$ cat src/rtl/mem_port_arbiter_if.sv
// Bundle of requester-side and memory-side signals around the shared memory arbiter.
// The slave modport is the arbiter's view; the master modport is the environment's view.
interface mem_port_if #(
    parameter int ADDR_W = 32,
    parameter int DATA_W = 32
);
    logic              a_req;
    logic              a_we;
    logic [ADDR_W-1:0] a_addr;
    logic [DATA_W-1:0] a_wdata;
    logic              a_ack;
    logic              b_req;
    logic              b_we;
    logic [ADDR_W-1:0] b_addr;
    logic [DATA_W-1:0] b_wdata;
    logic              b_ack;
    logic [DATA_W-1:0] rdata;
    logic              busy;
    logic [ADDR_W-1:0] mem_addr;
    logic [DATA_W-1:0] mem_wdata;
    logic              mem_we;
    logic [DATA_W-1:0] mem_rdata;

    // Handshake: a requester raises req with we/addr/wdata and holds them until its
    // one-cycle ack; in the cycle after ack it drops req or presents the next request.
    modport slave (
        input  a_req, a_we, a_addr, a_wdata,
        input  b_req, b_we, b_addr, b_wdata,
        input  mem_rdata,
        output a_ack, b_ack, rdata, busy,
        output mem_addr, mem_wdata, mem_we
    );

    modport master (
        output a_req, a_we, a_addr, a_wdata,
        output b_req, b_we, b_addr, b_wdata,
        output mem_rdata,
        input  a_ack, b_ack, rdata, busy,
        input  mem_addr, mem_wdata, mem_we
    );
endinterface

$ cat src/rtl/mem_port_arbiter.sv
// Round-robin arbiter sharing one single-ported memory between requesters A and B,
// one transaction in flight, fixed MEM_LAT-cycle access, registered outputs.
module mem_port_arbiter #(
    parameter int ADDR_W  = 32,
    parameter int DATA_W  = 32,
    parameter int MEM_LAT = 2
) (
    input  logic           clk,
    input  logic           reset_n,
    mem_port_if.slave      bus,
    output logic [1:0]     state_dbg
);
    localparam int CNT_W = (MEM_LAT > 1) ? $clog2(MEM_LAT) : 1;
    localparam logic [CNT_W-1:0] CNT_LAST = CNT_W'(MEM_LAT - 1);

    typedef enum logic [1:0] {
        S_IDLE   = 2'd0,
        S_ACCESS = 2'd1,
        S_DONE   = 2'd2
    } state_t;

    state_t            state_q, state_d;
    logic              gnt_q;   // 0 = A, 1 = B
    logic              last_q;  // port granted most recently
    logic              we_q;
    logic [CNT_W-1:0]  cnt_q;

    logic              grant, sel_b, sel_we, cnt_last;
    logic [ADDR_W-1:0] sel_addr;
    logic [DATA_W-1:0] sel_wdata;
    logic              a_ack_d, b_ack_d, busy_d, mem_we_d;
    logic [ADDR_W-1:0] mem_addr_d;
    logic [DATA_W-1:0] mem_wdata_d, rdata_d;

    assign grant     = (state_q == S_IDLE) && (bus.a_req || bus.b_req);
    // On a tie B wins only when A was served last.
    assign sel_b     = bus.b_req && (!bus.a_req || !last_q);
    assign sel_we    = sel_b ? bus.b_we    : bus.a_we;
    assign sel_addr  = sel_b ? bus.b_addr  : bus.a_addr;
    assign sel_wdata = sel_b ? bus.b_wdata : bus.a_wdata;
    assign cnt_last  = (cnt_q == CNT_LAST);
    assign state_dbg = state_q;

    always_ff @(posedge clk or negedge reset_n) begin
        if (!reset_n) begin
            state_q       <= S_IDLE;
            gnt_q         <= 1'b0;
            last_q        <= 1'b1;
            we_q          <= 1'b0;
            cnt_q         <= '0;
            bus.a_ack     <= 1'b0;
            bus.b_ack     <= 1'b0;
            bus.busy      <= 1'b0;
            bus.mem_we    <= 1'b0;
            bus.mem_addr  <= '0;
            bus.mem_wdata <= '0;
            bus.rdata     <= '0;
        end else begin
            state_q       <= state_d;
            bus.a_ack     <= a_ack_d;
            bus.b_ack     <= b_ack_d;
            bus.busy      <= busy_d;
            bus.mem_we    <= mem_we_d;
            bus.mem_addr  <= mem_addr_d;
            bus.mem_wdata <= mem_wdata_d;
            bus.rdata     <= rdata_d;
            if (grant) begin
                gnt_q  <= sel_b;
                last_q <= sel_b;
                we_q   <= sel_we;
                cnt_q  <= '0;
            end else if (state_q == S_ACCESS) begin
                cnt_q <= cnt_q + CNT_W'(1);
            end
        end
    end

    always_comb begin
        state_d = state_q;
        unique case (state_q)
            S_IDLE:   if (bus.a_req || bus.b_req) state_d = S_ACCESS;
            S_ACCESS: if (cnt_last) state_d = S_DONE;
            S_DONE:   state_d = S_IDLE;
            default:  state_d = S_IDLE;
        endcase
    end

    // Next values of the registered outputs; address and data only move on a grant.
    always_comb begin
        a_ack_d     = (state_q == S_ACCESS) && cnt_last && !gnt_q;
        b_ack_d     = (state_q == S_ACCESS) && cnt_last &&  gnt_q;
        busy_d      = (state_d != S_IDLE);
        mem_we_d    = grant && sel_we;
        mem_addr_d  = bus.mem_addr;
        mem_wdata_d = bus.mem_wdata;
        rdata_d     = bus.rdata;
        if (grant) begin
            mem_addr_d  = sel_addr;
            mem_wdata_d = sel_wdata;
        end
        if ((state_q == S_ACCESS) && cnt_last && !we_q) begin
            rdata_d = bus.mem_rdata;
        end
    end
endmodule
$ cat src/flat_wrapper.sv
// flat-port wrapper written by rule: the top's interface ports become plain ports
module mem_port_arbiter_flat 
#(
    parameter int ADDR_W  = 32,
    parameter int DATA_W  = 32,
    parameter int MEM_LAT = 2
)
  (clk, reset_n, state_dbg, bus_a_req, bus_a_we, bus_a_addr, bus_a_wdata, bus_b_req, bus_b_we, bus_b_addr, bus_b_wdata, bus_mem_rdata, bus_a_ack, bus_b_ack, bus_rdata, bus_busy, bus_mem_addr, bus_mem_wdata, bus_mem_we);
  mem_port_if #(.ADDR_W(ADDR_W), .DATA_W(DATA_W)) bus_i ();
  input  logic clk;
  input  logic reset_n;
  output logic [1:0] state_dbg;
  input wire logic [$bits(bus_i.a_req)-1:0] bus_a_req;
  input wire logic [$bits(bus_i.a_we)-1:0] bus_a_we;
  input wire logic [$bits(bus_i.a_addr)-1:0] bus_a_addr;
  input wire logic [$bits(bus_i.a_wdata)-1:0] bus_a_wdata;
  input wire logic [$bits(bus_i.b_req)-1:0] bus_b_req;
  input wire logic [$bits(bus_i.b_we)-1:0] bus_b_we;
  input wire logic [$bits(bus_i.b_addr)-1:0] bus_b_addr;
  input wire logic [$bits(bus_i.b_wdata)-1:0] bus_b_wdata;
  input wire logic [$bits(bus_i.mem_rdata)-1:0] bus_mem_rdata;
  output wire logic [$bits(bus_i.a_ack)-1:0] bus_a_ack;
  output wire logic [$bits(bus_i.b_ack)-1:0] bus_b_ack;
  output wire logic [$bits(bus_i.rdata)-1:0] bus_rdata;
  output wire logic [$bits(bus_i.busy)-1:0] bus_busy;
  output wire logic [$bits(bus_i.mem_addr)-1:0] bus_mem_addr;
  output wire logic [$bits(bus_i.mem_wdata)-1:0] bus_mem_wdata;
  output wire logic [$bits(bus_i.mem_we)-1:0] bus_mem_we;
  assign bus_i.a_req = bus_a_req;
  assign bus_i.a_we = bus_a_we;
  assign bus_i.a_addr = bus_a_addr;
  assign bus_i.a_wdata = bus_a_wdata;
  assign bus_i.b_req = bus_b_req;
  assign bus_i.b_we = bus_b_we;
  assign bus_i.b_addr = bus_b_addr;
  assign bus_i.b_wdata = bus_b_wdata;
  assign bus_i.mem_rdata = bus_mem_rdata;
  assign bus_a_ack = bus_i.a_ack;
  assign bus_b_ack = bus_i.b_ack;
  assign bus_rdata = bus_i.rdata;
  assign bus_busy = bus_i.busy;
  assign bus_mem_addr = bus_i.mem_addr;
  assign bus_mem_wdata = bus_i.mem_wdata;
  assign bus_mem_we = bus_i.mem_we;
  mem_port_arbiter #(.ADDR_W(ADDR_W), .DATA_W(DATA_W), .MEM_LAT(MEM_LAT)) u_core (.clk(clk), .reset_n(reset_n), .bus(bus_i), .state_dbg(state_dbg));
endmodule
$ cat config.mk
export PLATFORM = sky130hd
export DESIGN_NAME = mem_port_arbiter_flat
export DESIGN_NICKNAME = d
export VERILOG_FILES = /design/src/rtl/mem_port_arbiter_if.sv /design/src/rtl/mem_port_arbiter.sv /design/src/flat_wrapper.sv
export SDC_FILE = /design/constraint.sdc
export NUM_CORES = 1
export LEC_CHECK = 0
export ABC_AREA = 1
export BUFFER_PORTS_ARGS = -buffer_cell sky130_fd_sc_hd__buf_2
export CORE_ASPECT_RATIO = 0.75
export CORE_UTILIZATION = 45
export DETAILED_ROUTE_END_ITERATION = 8
export PLACE_DENSITY = 0.88
export SLEW_MARGIN = 25
export SYNTH_ARGS = -nofsm -noshare
export SYNTH_HDL_FRONTEND = slang
export SYNTH_SLANG_ARGS = --single-unit
$ cat constraint.sdc
create_clock -name clk -period 2.8 [get_ports clk]
set_input_delay 0.28 -clock clk [delete_from_list [all_inputs] [get_ports clk]]
set_output_delay 0.28 -clock clk [all_outputs]
set_load 0.005 [all_outputs]
## Yosys cells after proc, flatten, opt, wreduce, memory -nomap -nowiden

Index checks and enable logic that the tools add are counted.

- Reduce and logical (&&, ||, !) cells: 16
- Mux-type cells: 8
- Equality and inequality tests: 1
- $add $sub $neg: 1

Operators by type and width:

| operator | number |
|---|---|
| $mux 32 | 2 |
| $logic_and 1x1->1 | 7 |
| $logic_not 1->1 | 4 |
| $mux 2 | 2 |
| $pmux 2 s2 | 1 |
| $reduce_bool 2->1 | 2 |
| $mux 1 | 3 |
| $eq 2x1->1 const B | 1 |
| $logic_not 2->1 | 1 |
| $logic_or 1x1->1 | 2 |
| $add 1x1->1 const B | 1 |

- Output and inout bits: 102
- Input bits: 166
- Register bits after elaboration: 106
- Word-level logic and storage cells: 38

## Depth between registers and ports, before layout

Gate-level depths: netlist (run 1).

- Depth in word-level cells: 5
- Gate-level depth with buffers: 8
- Depth with buffers taken out: 6

## Least setup slack after synthesis (run 1)

No wires, ideal clock.

- Kind: reg-to-reg
- Start point: register u_core.last_q
- End point: register u_core.bus.mem_addr[10]
- Slack: 1,524 ps
- Period minus slack after synthesis: 1,276 ps
- Required time: 2,682 ps
- Stages on the path, launching flop included: 8
- Path buffers: 2
- Library setup time: 118 ps
- Arrival: 1,159 ps
- Cells stage by stage: dfstp_2 -> nand2_1 -> nand2_1 -> buf_2 -> buf_2 -> nand2_1 -> nand3_1 -> nand2_1

- Cells in the longest elaborated chain, start to end: 4

RTL lines:

| item | line | source |
|---|---|---|
| from (decl) | mem_port_arbiter.sv:24 | `logic last_q;` |
| from (signal assigned) | mem_port_arbiter.sv:69 | `last_q <= sel_b;` |
| $logic_not 1->1 | mem_port_arbiter.sv:37 | `assign sel_b = bus.b_req && (!bus.a_req \|\| !last_q);` |
| $logic_or 1x1->1 | mem_port_arbiter.sv:37 |  |
| $logic_and 1x1->1 | mem_port_arbiter.sv:37 |  |
| $mux 32 | mem_port_arbiter.sv:39 | `assign sel_addr = sel_b ? bus.b_addr : bus.a_addr;` |
| to (signal assigned) | mem_port_arbiter.sv:64 | `bus.mem_addr <= mem_addr_d;` |
| to (decl) | mem_port_arbiter_if.sv:31 | `output mem_addr, mem_wdata, mem_we` |

No other way between the ends.
A chain may end at the register's enable or synchronous reset.

## Worst setup path in the final report (run 1)

- Start point: register u_core.last_q
- End point: register u_core.bus.mem_wdata[22]

- Cells in the longest elaborated chain, start to end: 4

RTL lines:

| item | line | source |
|---|---|---|
| $logic_not 1->1 | mem_port_arbiter.sv:37 |  |
| $logic_or 1x1->1 | mem_port_arbiter.sv:37 |  |
| $logic_and 1x1->1 | mem_port_arbiter.sv:37 |  |
| $mux 32 | mem_port_arbiter.sv:40 | `assign sel_wdata = sel_b ? bus.b_wdata : bus.a_wdata;` |
| to (signal assigned) | mem_port_arbiter.sv:65 | `bus.mem_wdata <= mem_wdata_d;` |
| to (decl) | mem_port_arbiter_if.sv:31 |  |

No other way between the ends.

==> flow_metrics.py, run 1 <==
metrics = {
    "run_status": {
        "outcome": "complete, no violations",
    },
    "synthesis": {
        "syn_inst": 731,
        "synth_area_leaders": "dfrtp_1, nand2_1, nand3_1",
        "synth_warnings": 0,
        "synth_top_area_cell": "dfrtp_1",
        "synth_edf_count": 0,
        "synthDistinctLibCells": 14,
        "synthFlopType": "dfrtp_1",
        "synthTopCellsByCount": "nand2_1, nand3_1, inv_1",
        "ys_async_sr_fraction_pct": 100,
        "yosysMostFrequentCell": "nand2_1",
        "ys_seq_elements": 106,
        "syn_nets": 897,
        "ys_seq_area_share_pct": 50.4,
        "syn_area_um2": 5270,
        "synth_top_cell_area_share_pct": 49.9,
        "avgSynthCellArea_um2": 7.21,
    },
    "min_path": {
        "hp-class": "input port to register",
    },
    "clock_tree": {
        "cts_setup_buffers": 0,
        "path_clk_slew_ns": 0.07,
        "numCtsBuffers": 9,
        "clock-sinks": 106,
        "cts_buffer_depth": 2,
        "clockRootBuffer": "clkbuf_16",
        "cts_tree": "done",
        "ctsResizeCount": 0,
        "hold_buffers": 1,
        "clkLatencyLatePin_ns": 0.34,
        "htreeDepth": 3,
    },
    "floorplanning": {
        "die_h_um": 95.7,
        "die_w_um": 127,
        "rows": 33,
        "die-area_um2": 12100,
        "num_io_pins": 268,
        "start_util_pct": 47.3,
        "core_area_um2": 11100,
    },
    "placement": {
        "numPortBuffers": 267,
        "post_dp_cell_area_um2": 6670,
        "dp_hpwl_um": 10200,
        "gp_congestion": 0.808,
    },
    "drt": {
        "dr.pass1.iters": 5,
        "dr_total_vias": 5325,
        "drc": 0,
        "via_per_inst": 4.76,
        "wirelength_um": 14600,
        "drt_iter0_markers": 235,
        "wl_per_cell_um": 13.0,
        "ant_nets": 0,
    },
    "global_routing": {
        "busiest_layer": "met2",
        "grt_pass1_wl_um": 23300,
        "met2_usage_pct": 43.2,
        "grt_overflow_total": 0,
        "use_met3_pct": 5.34,
        "antenna_found_initial": 0,
        "grt_pass1_vias": 4893,
        "met1_usage_pct": 30.9,
        "grtUsageTotal_pct": 24.4,
        "grt_max_degree": 68,
    },
    "critical_path": {
        "critical_path_class": "register to register",
        "slowest_stage": "dfstp_2",
        "critPathRequiredTime_ns": 3.03,
        "critPathTopFamily": "simple AND/OR/NAND/NOR gates",
        "end_kind": "register",
        "path_cells": "nand2_2 -> nand2_2 -> buf_12 -> nand2_1 -> nand3_1 -> nand2_1",
        "cp_max_fo": 41,
        "cpPeakStageDelay_ns": 0.55,
        "cp_num_buf_inv": 1,
        "worstPathArrival_ns": 1.87,
        "startpoint_type": "register",
    },
    "timing": {
        "rsz0062_at_grt": "false",
        "slew_headroom_pct": 52.4,
        "slew_viol_final": 0,
        "fin_crit_ns": 1.63,
        "fin_setup_tns_ns": 0,
        "tightestPinTransition_ns": 0.714,
        "clock_skew_ns": 0.00644,
        "setup_viol": 0,
        "fin_crit_sh_pct": 58.4,
        "hold_violations": 0,
        "fmax_mhz": 612,
    },
    "final_layout": {
        "final_nets": 1140,
        "fillers": 997,
        "diodes": 0,
        "final_area_um2": 7010,
        "drive_gt1_share_pct": 30.4,
        "areaGrowthSynthToFinish_pct": 33.0,
    },
    "power": {
        "p_leak_uw": 0.00447,
        "power.density_nw_per_um2": 993,
        "worst_ir_drop_vdd_v": 0.000350,
    },
    "run": {
        "drv_cap": 0,
    },
}
==> registers in the layout, summed over array words and instances (netlist names) <==
name / flops
u_core.bus.a_ack: 1
u_core.bus.b_ack: 1
u_core.bus.busy: 1
u_core.bus.mem_addr: 32
u_core.bus.mem_wdata: 32
u_core.bus.mem_we: 1
u_core.bus.rdata: 32
u_core.cnt_last: 1
u_core.gnt_q: 1
u_core.last_q: 1
u_core.state_dbg: 2
u_core.we_q: 1
==> worst reg2reg max path, cell delays in order (launching register included) <==
cell and delay (ns):
dfstp_2 0.55, nand2_2 0.06, nand2_2 0.40, buf_12 0.28, nand2_1 0.09, nand3_1 0.08
nand2_1 0.06
==> layout make-up <==
type                       instances  area [um^2]  area share, %
clock buffer                       9          225           3.21
multi-input combinational        441         1880           26.8
clock inverter                     7          100           1.43
sequential                       106         2650           37.9
inverter                         140          526           7.50
timing repair buffer             276         1450           20.6
tap                              140          175           2.50
==> cells by family (layout without fill, tap and decap cells) <==
family	after synthesis	after routing	share of synthesized area (%)
flip-flops	106	106	50.4
AND/OR/NAND/NOR	440	440	35.4
AO/OA/AOI/OAI	1	1	0.0949
buffers and inverters	184	432	14.1
==> worst paths after layout <==
| path | endpoint | startpoint | slack (ns) | depth (start not counted) |
|---|---|---|---|---|
| min | u_core.bus.rdata[22] | bus_mem_rdata[22] | 0.17 | 3 |
| max in group asynchronous | u_core.last_q | reset_n | 1.52 | 3 |
| max reg2reg | u_core.bus.mem_wdata[22] | u_core.last_q | 1.17 | 6 |
| max | u_core.bus.mem_wdata[22] | u_core.last_q | 1.17 | 6 |
| min in group asynchronous | u_core.bus.mem_wdata[28] | reset_n | 0.49 | 2 |
| min reg2reg | u_core.bus.a_ack | u_core.gnt_q | 0.42 | 1 |
==> metal layers <==
layer  share of wire, %  routed length [um]
met1                 43                6300
met2                 49                7130
met3                6.8                 995
met4               0.92                 134
met5                  0                   0
==> where the power goes <==
| group | internal (uW) | leakage (uW) | total [uW] | switching, uW |
|---|---|---|---|---|
| Clock | 722 | 0.000158 | 1330 | 611 |
| Sequential | 2310 | 0.00129 | 2720 | 409 |
| Combinational | 1170 | 0.00302 | 2910 | 1740 |
==> per-stage QoR <==
stage	setup slack (ns)	utilization [%]	instances	total power, uW	hold slack (ns)
CTS	0.891	62.8	1119	7040	0.153
global route	1.00	62.8	1119	7530	0.166
floorplan	1.52	-	731	4350	-0.0156
finish	1.17	62.8	1119	6960	0.170
detailed placement	0.840	59.8	1102	5680	0.335
global placement	0.920	59.8	1102	5550	0.327
==> layout by cell type, fill, tap and decap left out <==
cell type and instances:
buf_12 3, buf_2 266, buf_4 6, bufinv_16 1, clkbuf_16 9, clkinv_4 2
clkinv_8 2, dfrtp_1 105, dfstp_2 1, dlygate4sd3_1 1, inv_1 139, inv_2 1
inv_6 1, inv_8 1, nand2_1 268, nand2_2 3, nand3_1 164, nor2_1 3
nor2_2 1, nor2_4 1, o21ai_0 1
(Power assumes the default switching activity.)
==> inputs of run 2 (changes only) <==
--- a/config.mk
+++ b/config.mk
@@ -8,9 +8,9 @@
 export ABC_AREA = 1
 export BUFFER_PORTS_ARGS = -buffer_cell sky130_fd_sc_hd__buf_2
 export CORE_ASPECT_RATIO = 0.75
-export CORE_UTILIZATION = 45
+export CORE_UTILIZATION = 42
 export DETAILED_ROUTE_END_ITERATION = 8
-export PLACE_DENSITY = 0.88
+export PLACE_DENSITY = 0.87
 export SLEW_MARGIN = 25
 export SYNTH_ARGS = -nofsm -noshare
 export SYNTH_HDL_FRONTEND = slang
==> constraint.sdc (replaced) <==
create_clock -name clk -period 1.4 [get_ports clk]
set_input_delay 0.14 -clock clk [delete_from_list [all_inputs] [get_ports clk]]
set_output_delay 0.14 -clock clk [all_outputs]
set_load 0.005 [all_outputs]
==> run 2 against run 1 <==
Net effect:
- clock skew increased by 0.0037 ns
- fmax increased by 25%
- design area increased by 2.6%
- die area increased by 7.0%
- clock power increased by 92%
- worst setup slack got worse by 1.1 ns
- wire length increased by 1.1%
- highest routed layer unchanged
- clock-buffer cell count unchanged
==> flow_metrics.py, run 2 (synthesized netlist as in run 1, its figures left out) <==
metrics = {
    "drt": {
        "wl_per_cell_um": 12.7,
        "dr_total_vias": 5449,
        "wirelength_um": 14700,
        "ant_nets": 0,
        "drt_iter0_markers": 253,
        "via_per_inst": 4.71,
        "dr.pass1.iters": 4,
        "drc": 0,
    },
    "global_routing": {
        "use_met3_pct": 5.20,
        "met1_usage_pct": 29.3,
        "antenna_found_initial": 0,
        "grt_pass1_vias": 4969,
        "grt_pass1_wl_um": 23900,
        "grtUsageTotal_pct": 23.0,
        "met2_usage_pct": 38.3,
        "grt_overflow_total": 0,
        "busiest_layer": "met2",
        "grt_max_degree": 66,
    },
    "floorplanning": {
        "rows": 35,
        "die_w_um": 131,
        "die_h_um": 99,
        "start_util_pct": 43.0,
        "die-area_um2": 13000,
        "core_area_um2": 12300,
        "num_io_pins": 268,
    },
    "clock_tree": {
        "cts_tree": "done",
        "clockRootBuffer": "clkbuf_16",
        "numCtsBuffers": 9,
        "path_clk_slew_ns": 0.08,
        "cts_buffer_depth": 2,
        "htreeDepth": 3,
        "clock-sinks": 106,
        "clkLatencyLatePin_ns": 0.35,
    },
    "placement": {
        "dp_hpwl_um": 10700,
        "numPortBuffers": 267,
        "gp_congestion": 0.852,
    },
    "final_layout": {
        "areaGrowthSynthToFinish_pct": 36.4,
        "post-route-util_pct": 58.6,
        "fillers": 1121,
        "final_common_cell": "nand2_1",
        "diodes": 0,
        "drive_gt1_share_pct": 31.2,
        "reg_top3": "u_core.bus.mem_addr (32), u_core.bus.mem_wdata (32), u_core.bus.rdata (32)",
        "final_cell_mix": "nand2_1, buf_2, nand3_1, inv_1, dfrtp_1",
        "final_nets": 1152,
    },
    "timing": {
        "tightestPinTransition_ns": 0.351,
        "slew_headroom_pct": 76.6,
        "slew_viol_final": 0,
        "setup_viol": 0,
        "clock_skew_ns": 0.0101,
        "hold_ws_ns": 0.0162,
        "fin_crit_sh_pct": 93.2,
        "fin_setup_tns_ns": 0,
        "rsz0062_at_grt": "true",
        "fin_crit_ns": 1.30,
        "fmax_mhz": 767,
        "hold_violations": 0,
    },
    "power": {
        "power.internal_uw": 8520,
        "pwr-share-clk_pct": 18.1,
        "power.switching_uw": 5610,
        "power.density_nw_per_um2": 1970,
        "seq_power_share_pct": 38.5,
        "worst_ir_drop_vdd_v": 0.000902,
        "p_comb_share_pct": 43.4,
        "netSwitchingFraction_pct": 39.7,
        "p_leak_uw": 0.00455,
    },
    "critical_path": {
        "cpPeakStageDelay_ns": 0.54,
        "critPathRequiredTime_ns": 1.63,
        "critPathTopFamily": "flip-flops",
        "cp_max_fo": 15,
        "slowest_stage": "dfstp_2",
        "end_kind": "register",
        "cp_num_buf_inv": 1,
        "startpoint_type": "register",
        "worstPathArrival_ns": 1.54,
        "critical_path_class": "register to register",
        "r2r_slack_ns": 0.1,
        "path_cells": "nand2_2 -> nand2_2 -> buf_4 -> nand2_1 -> nand3_1 -> nand2_1",
    },
    "run_status": {
        "outcome": "complete, no violations",
    },
    "run": {
        "drv_cap": 0,
    },
    "min_path": {
        "hp-class": "input port to register",
    },
}
run 2: changes by cell type in the layout (fill, tap and decap cells not counted), sizes merged:
cell,change
bufinv,-1
clkinvlp,+1
inv,+2
buf,+12
clkinv,-2
run 2: area by class of cell:
type	instances	area (um^2)	area share [%]
Tap cell	166	208	2.89
Timing Repair Buffer	288	1610	22.5
Sequential cell	106	2650	36.9
Inverter	140	526	7.31
Clock inverter	7	80.1	1.11
Multi-Input combinational cell	441	1880	26.2
Clock buffer	9	225	3.13
run 2: timing repair:
item / 4_1_cts / 5_1_grt
resized for setup: 1 / 4
setup buffers: 0 / 1
hold endpoints to repair: 39 / 0
hold buffers: 1 / 0
setup endpoints to repair: 4 / 65
run 2: final timing paths:
kind / to / from / cells past startpoint
hold / removal: u_core.bus.rdata[30] / bus_mem_rdata[30] / 3
min in group asynchronous: u_core.bus.rdata[13] / reset_n / 2
setup / recovery: u_core.bus.mem_wdata[4] / u_core.last_q / 6
setup reg to reg: u_core.bus.mem_wdata[4] / u_core.last_q / 6
max in group asynchronous: u_core.bus.mem_wdata[9] / reset_n / 3
hold reg to reg: u_core.bus.a_ack / u_core.gnt_q / 1
run 2: power by group through the flow:
stage                     sequential [uW]  combinational (uW)  clock, uW
after global routing                 5590                6920       2730
after floorplan                      5550                3160          0
final                                5440                6130       2560
after CTS                            5430                6160       2630
after detailed placement             5450                6160          0
after global placement               5430                5950          0
run 2: per-layer routing:
metal / up-vias / routed length [um]
met2: 253 / 7080
met3: 23 / 983
li1: 2709 / -
met5: - / 0
met4: 0 / 335
met1: 2464 / 6330
run 2: tightest hold or removal path, delay by kind of cell:
kind	cells	cell delay [ns]
buffers and inverters	1	0.07
AND/OR/NAND/NOR	2	0.12
run 2: through the flow:
step	std cells	setup WS, ns	total power (uW)	area [um^2]
after CTS	1156	0.0376	14200	7160
after detailed placement	1139	-0.00407	11600	6850
after floorplan	731	0.124	8710	5270
final	1157	0.0955	14100	7190
after global placement	1139	0.0736	11400	6850
after global routing	1157	-0.0211	15200	7190
